### src/rtl/cpu_forward_hazard.sv
// cpu_forward_hazard
// Operand forwarding and hazard detection between decode and execute.
// Each decode source picks the youngest matching producer stage, falls back to
// the register file otherwise, and reports load-use or out-of-window hazards.
// A per-register in-flight scoreboard covers producers that have left the
// forwarding window. Stall bookkeeping: total stall cycles, a watchdog for
// long consecutive stalls, and a sticky scoreboard error flag.
//
// Ports:
//   i_clock, i_reset         clock, synchronous active-high reset
//   i_dec_valid              decode holds a valid instruction
//   i_dec_have_rs/inst_rs    per-source use flag and register index (5 bits each)
//   i_rf_rs                  register-file read values per source
//   i_stg_valid/inst_rd/rd   producer stages (0 = youngest): valid, dest, value
//   i_stg_rd_ready           stage value is final
//   i_issue/_has_rd/_rd      instruction issued to execute this cycle
//   i_retire/_rd             writeback commit this cycle
//   o_rs                     forwarded operands
//   o_stall                  decode must hold (combinational)
//   o_stall_count            total stall cycles since reset
//   o_deadlock               consecutive stalls exceeded STALL_LIMIT
//   o_sb_error               sticky scoreboard overflow/underflow/protocol error
module cpu_forward_hazard #(
  parameter int XLEN        = 32,
  parameter int NUM_RS      = 3,
  parameter int NUM_STAGES  = 3,
  parameter int CNT_W       = 2,
  parameter int STALL_LIMIT = 1023
) (
  input  logic                         i_clock,
  input  logic                         i_reset,
  input  logic                         i_dec_valid,
  input  logic [NUM_RS-1:0]            i_dec_have_rs,
  input  logic [NUM_RS*5-1:0]          i_dec_inst_rs,
  input  logic [NUM_RS*XLEN-1:0]       i_rf_rs,
  input  logic [NUM_STAGES-1:0]        i_stg_valid,
  input  logic [NUM_STAGES*5-1:0]      i_stg_inst_rd,
  input  logic [NUM_STAGES*XLEN-1:0]   i_stg_rd,
  input  logic [NUM_STAGES-1:0]        i_stg_rd_ready,
  input  logic                         i_issue,
  input  logic                         i_issue_has_rd,
  input  logic [4:0]                   i_issue_rd,
  input  logic                         i_retire,
  input  logic [4:0]                   i_retire_rd,
  output logic [NUM_RS*XLEN-1:0]       o_rs,
  output logic                         o_stall,
  output logic [31:0]                  o_stall_count,
  output logic                         o_deadlock,
  output logic                         o_sb_error
);

  // Run counter saturates at STALL_LIMIT+1, so it needs room for that value.
  localparam int RUN_W = $clog2(STALL_LIMIT + 2);
  localparam logic [RUN_W-1:0] RUN_MAX = RUN_W'(STALL_LIMIT + 1);
  localparam logic [RUN_W-1:0] RUN_LIM = RUN_W'(STALL_LIMIT);
  localparam logic [CNT_W-1:0] CNT_MAX = {CNT_W{1'b1}};

  typedef enum logic [0:0] {ST_RUN = 1'b0, ST_STALL = 1'b1} state_t;

  state_t             state_r, state_nxt_s;
  logic [RUN_W-1:0]   run_cnt_r, run_nxt_s;
  logic               deadlock_r;
  logic [31:0]        stall_count_r;
  logic               sb_error_r;
  logic [CNT_W-1:0]   sb_cnt_r [1:31];
  logic [CNT_W-1:0]   sb_nxt_s [1:31];
  logic               sb_err_set_s;
  logic [31:0]        sb_busy_s;
  logic [NUM_RS-1:0]  hazard_s;
  logic               stall_s;
  logic               issue_ok_s;
  logic               retire_ok_s;

  // Per-register "in flight" flags; x0 is never busy.
  always_comb begin
    sb_busy_s = 32'd0;
    for (int r = 1; r < 32; r++) begin
      sb_busy_s[r] = |sb_cnt_r[r];
    end
  end

  // Operand selection and hazard detection per source.
  always_comb begin
    logic [4:0]      idx;
    logic            hit;
    logic            hit_rdy;
    logic [XLEN-1:0] hit_val;
    logic            match;
    o_rs     = '0;
    hazard_s = '0;
    idx      = 5'd0;
    hit      = 1'b0;
    hit_rdy  = 1'b1;
    hit_val  = '0;
    match    = 1'b0;
    for (int k = 0; k < NUM_RS; k++) begin
      idx     = i_dec_inst_rs[5*k +: 5];
      hit     = 1'b0;
      hit_rdy = 1'b1;
      hit_val = '0;
      // Walk oldest to youngest so the youngest match overwrites the rest.
      for (int s = NUM_STAGES - 1; s >= 0; s--) begin
        match   = i_stg_valid[s] && (i_stg_inst_rd[5*s +: 5] == idx);
        hit     = hit | match;
        hit_val = match ? i_stg_rd[XLEN*s +: XLEN] : hit_val;
        hit_rdy = match ? i_stg_rd_ready[s] : hit_rdy;
      end
      if (!i_dec_have_rs[k] || (idx == 5'd0)) begin
        o_rs[XLEN*k +: XLEN] = '0;
        hazard_s[k]          = 1'b0;
      end else if (hit) begin
        o_rs[XLEN*k +: XLEN] = hit_val;
        hazard_s[k]          = !hit_rdy;
      end else begin
        o_rs[XLEN*k +: XLEN] = i_rf_rs[XLEN*k +: XLEN];
        hazard_s[k]          = sb_busy_s[idx];
      end
    end
  end

  assign stall_s     = i_dec_valid && (|hazard_s);
  // An issue while stalled is a protocol violation and is not counted.
  assign issue_ok_s  = i_issue && !stall_s && i_issue_has_rd && (i_issue_rd != 5'd0);
  assign retire_ok_s = i_retire && (i_retire_rd != 5'd0);

  // Scoreboard next state with saturation and error detection.
  always_comb begin
    logic inc;
    logic dec;
    sb_err_set_s = i_issue && stall_s;
    inc          = 1'b0;
    dec          = 1'b0;
    for (int r = 1; r < 32; r++) begin
      sb_nxt_s[r] = sb_cnt_r[r];
      inc         = issue_ok_s && (i_issue_rd == 5'(r));
      dec         = retire_ok_s && (i_retire_rd == 5'(r));
      if (inc && !dec) begin
        if (sb_cnt_r[r] == CNT_MAX) begin
          sb_err_set_s = 1'b1;
        end else begin
          sb_nxt_s[r] = sb_cnt_r[r] + CNT_W'(1);
        end
      end else if (dec && !inc) begin
        if (sb_cnt_r[r] == '0) begin
          sb_err_set_s = 1'b1;
        end else begin
          sb_nxt_s[r] = sb_cnt_r[r] - CNT_W'(1);
        end
      end else begin
        sb_nxt_s[r] = sb_cnt_r[r];
      end
    end
  end

  // Stall FSM next state and consecutive-stall counter.
  always_comb begin
    state_nxt_s = state_r;
    run_nxt_s   = '0;
    case (state_r)
      ST_RUN: begin
        if (stall_s) begin
          state_nxt_s = ST_STALL;
          run_nxt_s   = RUN_W'(1);
        end else begin
          state_nxt_s = ST_RUN;
          run_nxt_s   = '0;
        end
      end
      ST_STALL: begin
        if (stall_s) begin
          state_nxt_s = ST_STALL;
          run_nxt_s   = (run_cnt_r == RUN_MAX) ? RUN_MAX : run_cnt_r + RUN_W'(1);
        end else begin
          state_nxt_s = ST_RUN;
          run_nxt_s   = '0;
        end
      end
      default: begin
        state_nxt_s = ST_RUN;
        run_nxt_s   = '0;
      end
    endcase
  end

  // State, counters, scoreboard and sticky error registers.
  always_ff @(posedge i_clock) begin
    if (i_reset) begin
      state_r       <= ST_RUN;
      run_cnt_r     <= '0;
      deadlock_r    <= 1'b0;
      stall_count_r <= 32'd0;
      sb_error_r    <= 1'b0;
      for (int r = 1; r < 32; r++) begin
        sb_cnt_r[r] <= '0;
      end
    end else begin
      state_r       <= state_nxt_s;
      run_cnt_r     <= run_nxt_s;
      deadlock_r    <= (run_nxt_s > RUN_LIM);
      stall_count_r <= stall_count_r + 32'(stall_s);
      sb_error_r    <= sb_error_r | sb_err_set_s;
      for (int r = 1; r < 32; r++) begin
        sb_cnt_r[r] <= sb_nxt_s[r];
      end
    end
  end

  assign o_stall       = stall_s;
  assign o_stall_count = stall_count_r;
  assign o_deadlock    = deadlock_r;
  assign o_sb_error    = sb_error_r;

endmodule

### config.mk
export PLATFORM = sky130hd
export DESIGN_NAME = cpu_forward_hazard
export DESIGN_NICKNAME = d
export VERILOG_FILES = /design/src/rtl/cpu_forward_hazard.sv
export SDC_FILE = /design/constraint.sdc
export NUM_CORES = 1
export LEC_CHECK = 0
export ABC_AREA = 1
export BUFFER_PORTS_ARGS = -buffer_cell sky130_fd_sc_hd__buf_2
export CORE_ASPECT_RATIO = 0.5
export CORE_MARGIN = 2
export CORE_UTILIZATION = 45
export CTS_CLUSTER_DIAMETER = 100
export DETAILED_ROUTE_END_ITERATION = 8
export HOLD_SLACK_MARGIN = 0.12
export PLACE_DENSITY = 0.78
export SYNTH_ARGS = -nofsm -noshare
export SYNTH_HDL_FRONTEND = slang
export SYNTH_SLANG_ARGS = --single-unit
### constraint.sdc
create_clock -name i_clock -period 5.4 [get_ports i_clock]
set_input_delay 1.08 -clock i_clock [delete_from_list [all_inputs] [get_ports i_clock]]
set_output_delay 1.08 -clock i_clock [all_outputs]
set_load 0.005 [all_outputs]
==> results of run 1 <==
==> power by group through the flow <==
stage	Clock, uW	Combinational [uW]	Sequential (uW)
2_1_floorplan	0	339	821
3_3_place_gp	0	681	822
3_5_place_dp	0	679	822
4_1_cts	724	683	803
5_1_grt	751	751	804
6_report	709	707	803
==> state kept, by name (all words and copies together) (netlist names) <==
| register | count |
|---|---|
| run_cnt_r | 11 |
| sb_cnt_r | 62 |
| o_deadlock | 1 |
| state_r | 1 |
| o_stall_count | 32 |
| o_sb_error | 1 |
==> cell usage after synthesis, drive strengths merged <==
cell / count / area share
nor4: 5 / 0.0026
o221ai: 3 / 0.0021
o21ai: 358 / 0.15
o22ai: 8 / 0.0041
a22oi: 1 / 0.00061
a311oi: 12 / 0.0086
nor4b: 1 / 0.00072
clkbuf: 66 / 0.020
and3: 1 / 0.00051
nand3b: 7 / 0.0043
nand4: 34 / 0.017
xnor2: 2 / 0.0014
o21a: 5 / 0.0031
o211ai: 43 / 0.026
or4: 1 / 0.00061
nand2: 382 / 0.12
o31ai: 1 / 0.00061
a31oi: 2 / 0.0010
nor2: 304 / 0.097
a211oi: 10 / 0.0061
xor2: 9 / 0.0064
buf: 36 / 0.020
nor3b: 4 / 0.0025
ha: 66 / 0.067
inv: 293 / 0.090
dfxtp: 108 / 0.18
o2111a: 1 / 0.00092
a41oi: 1 / 0.00072
or2: 18 / 0.0092
nor3: 30 / 0.012
nand3: 136 / 0.062
clkinv: 4 / 0.0012
a21oi: 206 / 0.084
o2111ai: 2 / 0.0014
or3: 1 / 0.00051
==> worst paths after layout <==
path | from | to | slack [ns]
min | sb_cnt_r[0][22]$_SDFFE_PP0P_ | sb_cnt_r[0][22]$_SDFFE_PP0P_ | 0.48
max reg2reg | sb_cnt_r[0][56]$_SDFFE_PP0P_ | o_stall_count[30]$_SDFF_PP0_ | 1.39
max | i_dec_inst_rs[5] | o_rs[38] | 0.24
min reg2reg | sb_cnt_r[0][22]$_SDFFE_PP0P_ | sb_cnt_r[0][22]$_SDFFE_PP0P_ | 0.48
==> worst max-delay path: stages <==
cell and delay [ns]:
buf_2 0.28, inv_1 0.28, nor2_1 0.15, nor2_1 0.08, nand3_2 0.24, clkinv_1 0.68, buf_4 0.43, a21oi_1 0.11
o21ai_0 0.08, o21ai_0 0.26, a21oi_1 0.21, buf_2 0.18
==> cell type report <==
| type | instances | area, um^2 |
|---|---|---|
| antenna | 12 | 30.0 |
| clock buffer | 10 | 229 |
| clock inverter | 6 | 82.6 |
| fill | 2797 | 12000 |
| inverter | 297 | 1120 |
| multi-input combinational | 1654 | 8480 |
| sequential | 108 | 2160 |
| tap | 352 | 440 |
| timing repair buffer | 405 | 2100 |
==> through the flow <==
step	hold WS [ns]	setup WS, ns
6_report	0.478	0.237
3_3_place_gp	0.457	0.428
5_1_grt	0.495	0.0449
4_1_cts	0.476	0.429
3_5_place_dp	0.464	0.332
2_1_floorplan	0.449	1.29
==> kinds of logic (layout without fill, tap and decap cells) <==
group,Yosys count,in the layout,synth area share
AND/OR/NAND/NOR,924,924,0.330
AO/OA/AOI/OAI,653,653,0.286
buffers and inverters,399,718,0.131
flip-flops,108,108,0.177
adder cells (fa/ha/maj),66,66,0.0675
XOR/XNOR,11,11,0.00787
other,0,12,0
==> cell usage in the layout (no fill, tap or decap), types with 2 or more instances in the layout <==
cell | Yosys | routed
a31oi_1 | 2 | 2
buf_2 | 12 | 377
clkbuf_16 | 0 | 9
nand2_1 | 370 | 370
inv_1 | 275 | 275
buf_4 | 9 | 28
inv_2 | 16 | 16
nor2_2 | 14 | 14
xor2_1 | 9 | 9
o21ai_1 | 4 | 3
o21ai_0 | 354 | 354
a311oi_1 | 12 | 12
xnor2_1 | 2 | 2
o22ai_1 | 8 | 8
dfxtp_1 | 108 | 108
diode_2 | 0 | 12
o2111ai_1 | 2 | 2
ha_1 | 66 | 66
nor3_1 | 30 | 30
nand2_2 | 11 | 11
nand4_1 | 34 | 34
a21oi_1 | 206 | 206
clkinv_1 | 4 | 4
o21a_1 | 5 | 5
o221ai_1 | 3 | 3
a211oi_1 | 10 | 10
nor2_1 | 289 | 289
nand3_1 | 124 | 123
o211ai_1 | 43 | 43
nor4_1 | 5 | 5
nand3_4 | 3 | 3
or2_2 | 18 | 18
nor3b_1 | 4 | 4
nand3_2 | 9 | 10
inv_4 | 2 | 2
nand3b_1 | 7 | 7
==> metal layers <==
metal,share of wire,vias up
li1,-,7831
met1,0.41,7543
met2,0.42,894
met3,0.10,201
met4,0.067,2
met5,0.00021,-
==> flow_summary.toml, run 1 <==
[status]
outcome = "finished clean"

[global_route]
overflow = 0
gr-usage-met2 = 0.638
grtUsageMet1 = 0.527
antenna_found_initial = 5
top_usage_layer = "met2"
grt_pass1_wl_mm = 89.5
grt_pass1_vias = 14774
grt_usage = 0.410
grt_max_degree = 81
globalRouteMet3Util = 0.0868

[clocking]
post-cts-setup-buffers = 0
cts.sinks = 108
insertion_delay_ns = 0.37
cts_made_buffers = 9
ctsRootBufferMaster = "clkbuf_16"
cts_tree = "yes"
ctsResizeCount = 0
cts_hold_buf = 0
cts_max_level = 3
clkTransAtPathRegs_ns = 0.08
cts_buffer_depth = 2

[finish]
utilization = 0.551
fin_area_um2 = 14600
fin_nets = 2788
drive_gt1_frac = 0.200
finalNonFillerCells = 2844
syn_to_final_growth_pct = 19.6

[timing]
worstMarginPinSlew_ns = 0.945
setup_tns_ns = 0
hold_viol = 0
fin_crit_sh = 0.956
max_slew_margin = 0.370
rsz0062_at_grt = "false"
slew_viol_final = 0
setup_viol = 0
fin_skew_ns = 0.0140
period_minus_slack_ns = 5.16
fmax_mhz = 194

[routing]
detail_route.wl_per_cell_um = 21.3
firstDrtPassIters = 5
drc = 0
initialDrtViolationCount = 2128
num_vias = 16471
ant_nets = 0
viasPerCell = 5.79
routed_wl_mm = 60.6

[setup_path]
arrival_ns = 4.08
crit_fanout = 19
r2r_cells = 26
start_kind = "primary input"
cp.required_ns = 4.32
critical_path_class = "in2out"
end_kind = "primary output"

[synth]
synthCells = 2161
synth_area_um2 = 12200
yosys.cell_types.count = 48
ys_seq_area_frac = 0.177
syn_nets = 2474
ys_ff_latch = 108
syn-mean-instance-area_um2 = 5.66
yosysWarningCount = 0

[pwr]
power.internal_uw = 1400
p_per_area_nw_per_um2 = 152
power_frac_comb = 0.318
sw_frac_of_total = 0.371
clock_power_share = 0.320
leakage_uw = 0.00664
fin_total_pwr_uw = 2220
ir_worst_vdd_mv = 0.197
switching_power_uw = 823
pwr-share-seq = 0.362

[floorplanning]
start_util = 0.460
ios = 378
placement_rows = 42
fp.dieW_um = 237
core_um2 = 26600
die_h_um = 121
die-area_um2 = 28600

[job]
drv_cap = 0

[min_path]
hp-class = "reg2reg"
worstHoldPathCells = 2

[placement]
numPortBuffers = 377
placed_cells = 2816
dpl_cell_area_um2 = 14300
gp_congestion = 1.06
dp_hpwl_mm = 48.0
No activity file was read; power rests on OpenSTA's default activity.
==> run 2: changes to the inputs <==
- CELL_PAD_IN_SITES_DETAIL_PLACEMENT: default -> 2
- CELL_PAD_IN_SITES_GLOBAL_PLACEMENT: default -> 2
- CORE_UTILIZATION: 45 -> 26
- PLACE_DENSITY: 0.78 -> 0.88
- RECOVER_POWER: default -> 100
==> flow_summary.toml, run 2 (synthesized netlist as in run 1, its figures left out) <==
[status]
outcome = "finished clean"

[setup_path]
rrSetupSlack_ns = 0.82
arrival_ns = 4.12
end_kind = "primary output"
r2r_start = "sb_cnt_r[0][3]$_SDFFE_PP0P_"
timing.rr.end = "o_sb_error$_SDFF_PP0_"
crit_fanout = 62
cp_cell_sequence = "clkbuf_2 > inv_2 > nand2_1 > o21ai_0 > nor2_1 > nand3_1 > nand3_1 > clkbuf_2 > o21ai_0 > a21oi_1 > clkbuf_1"
cp.required_ns = 4.32
start_kind = "primary input"
r2r_cells = 21
cp_slowest_stage_delay_ns = 0.97
worst_path_max_delay_cell = "clkbuf_2"
critical_path_class = "in2out"

[floorplanning]
placement_rows = 56
core_um2 = 46700
ios = 378
fp.dieW_um = 311
start_util = 0.262
die-area_um2 = 48900
die_h_um = 157

[timing]
setup_viol = 0
fin_crit_sh = 0.963
slew_viol_final = 0
hold_viol = 0
worstMarginPinSlew_ns = 1.30
fin_skew_ns = 0.0166
setup_tns_ns = 0
max_slew_margin = 0.136
worst_hold_slack_ns = 0.488
rsz0062_at_grt = "false"
fmax_mhz = 192
setup_slack_ns = 0.200
period_minus_slack_ns = 5.20

[global_route]
grt_pass1_wl_mm = 110
overflow = 0
grt_pass1_vias = 18437
antenna_found_initial = 7
grt_max_degree = 81
grt_usage = 0.285

[routing]
ant_nets = 0
firstDrtPassIters = 5
drc = 0
initialDrtViolationCount = 1233
detail_route.wl_per_cell_um = 23.3
viasPerCell = 5.52
num_vias = 17256
routed_wl_mm = 72.9

[clocking]
cts_tree = "yes"
post-cts-setup-buffers = 0
insertion_delay_ns = 0.38
cts_buffer_depth = 2
ctsRootBufferMaster = "clkbuf_16"
clkTransAtPathRegs_ns = 0.09
cts_max_level = 3
cts_made_buffers = 9
cts.sinks = 108
cts_hold_buf = 0

[placement]
dp_hpwl_mm = 54.9
placed_cells = 3104
gp_congestion = 0.927
numPortBuffers = 377
dpl_cell_area_um2 = 14700
place_ws_ns = -0.230

[finish]
fin_nets = 2790
regMostFlops = "sb_cnt_r"
fin_area_um2 = 14900
largest_reg_flops = 62
syn_to_final_growth_pct = 21.3
mostFrequentLayoutCells = "380 x nand2_1, 354 x o21ai_0, 294 x nor2_1"
drive_gt1_frac = 0.162
finalNonFillerCells = 3125
nFillCells = 6058
layout_commonest_cell = "nand2_1"

[pwr]
p_per_area_nw_per_um2 = 149
ir_worst_vdd_mv = 0.141
leakage_uw = 0.00633

[min_path]
hp-class = "reg2reg"
worstHoldPathCells = 2
min_to = "sb_cnt_r[0][4]$_SDFFE_PP0P_"
min_from = "sb_cnt_r[0][4]$_SDFFE_PP0P_"

[job]
drv_cap = 0
-- run 2: cell count changes in the layout (fill, tap and decap cells not counted), sizes merged --
cell and change:
bufinv -1, buf -106, diode -7, inv +2, clkinv +1, clkinvlp -1, clkbuf +107
-- run 2: layout make-up --
type                    count  area [um^2]  share of cell area
multi-input cells        1654         8460               0.570
flip-flops and latches    108         2160               0.146
repair buffers            407         1990               0.134
inverters                 297         1120              0.0754
well taps                 638          798              0.0538
clock buffers               9          225              0.0152
clock inverters             7         83.8             0.00564
diodes                      5         12.5            0.000843
-- run 2: where the power goes --
group	leakage [uW]	internal, uW	switching, uW	total, uW
Combinational	0.00531	214	456	670
Sequential	0.000870	800	3.73	804
Clock	0.000152	337	397	733
Total	0.00633	1350	856	2210
-- run 2: per-layer routing --
layer	track usage	up-vias	wire, um
met2	0.516	598	36100
met3	0.0368	235	3390
met1	0.329	8600	29500
li1	-	7819	-
met4	0.156	4	3890
met5	0	-	30
-- run 2: critical path: cells and delay by family --
kind,cells,cell delay [ns]
AOI/OAI and AO/OA,3,0.70
buffers and inverters,4,1.60
and+or+nand+nor,4,0.70
-- run 2: through the flow --
step                total power, uW  utilization
floorplan                      1160            -
global placement               1460        0.315
detailed placement             1490        0.315
CTS                            2220        0.321
global route                   2300        0.318
finish                         2210        0.318
-- run 2: worst max path at each step --
stage                       from                      endpoint  depth (start not counted)
6_report        i_dec_inst_rs[6]                      o_rs[50]                         11
5_1_grt         i_dec_inst_rs[0]         o_sb_error$_SDFF_PP0_                         24
4_1_cts        i_dec_inst_rs[10]  o_stall_count[30]$_SDFF_PP0_                         27
3_5_place_dp   i_dec_inst_rs[10]  o_stall_count[30]$_SDFF_PP0_                         27
3_3_place_gp   i_dec_inst_rs[10]  o_stall_count[30]$_SDFF_PP0_                         27
2_1_floorplan   i_dec_inst_rs[0]  o_stall_count[30]$_SDFF_PP0_                         28
-- run 2: timing repair --
item / in CTS / in global routing
resized for setup: 0 / 4
hold endpoints to repair: 0 / 0
setup endpoints to repair: 0 / 7
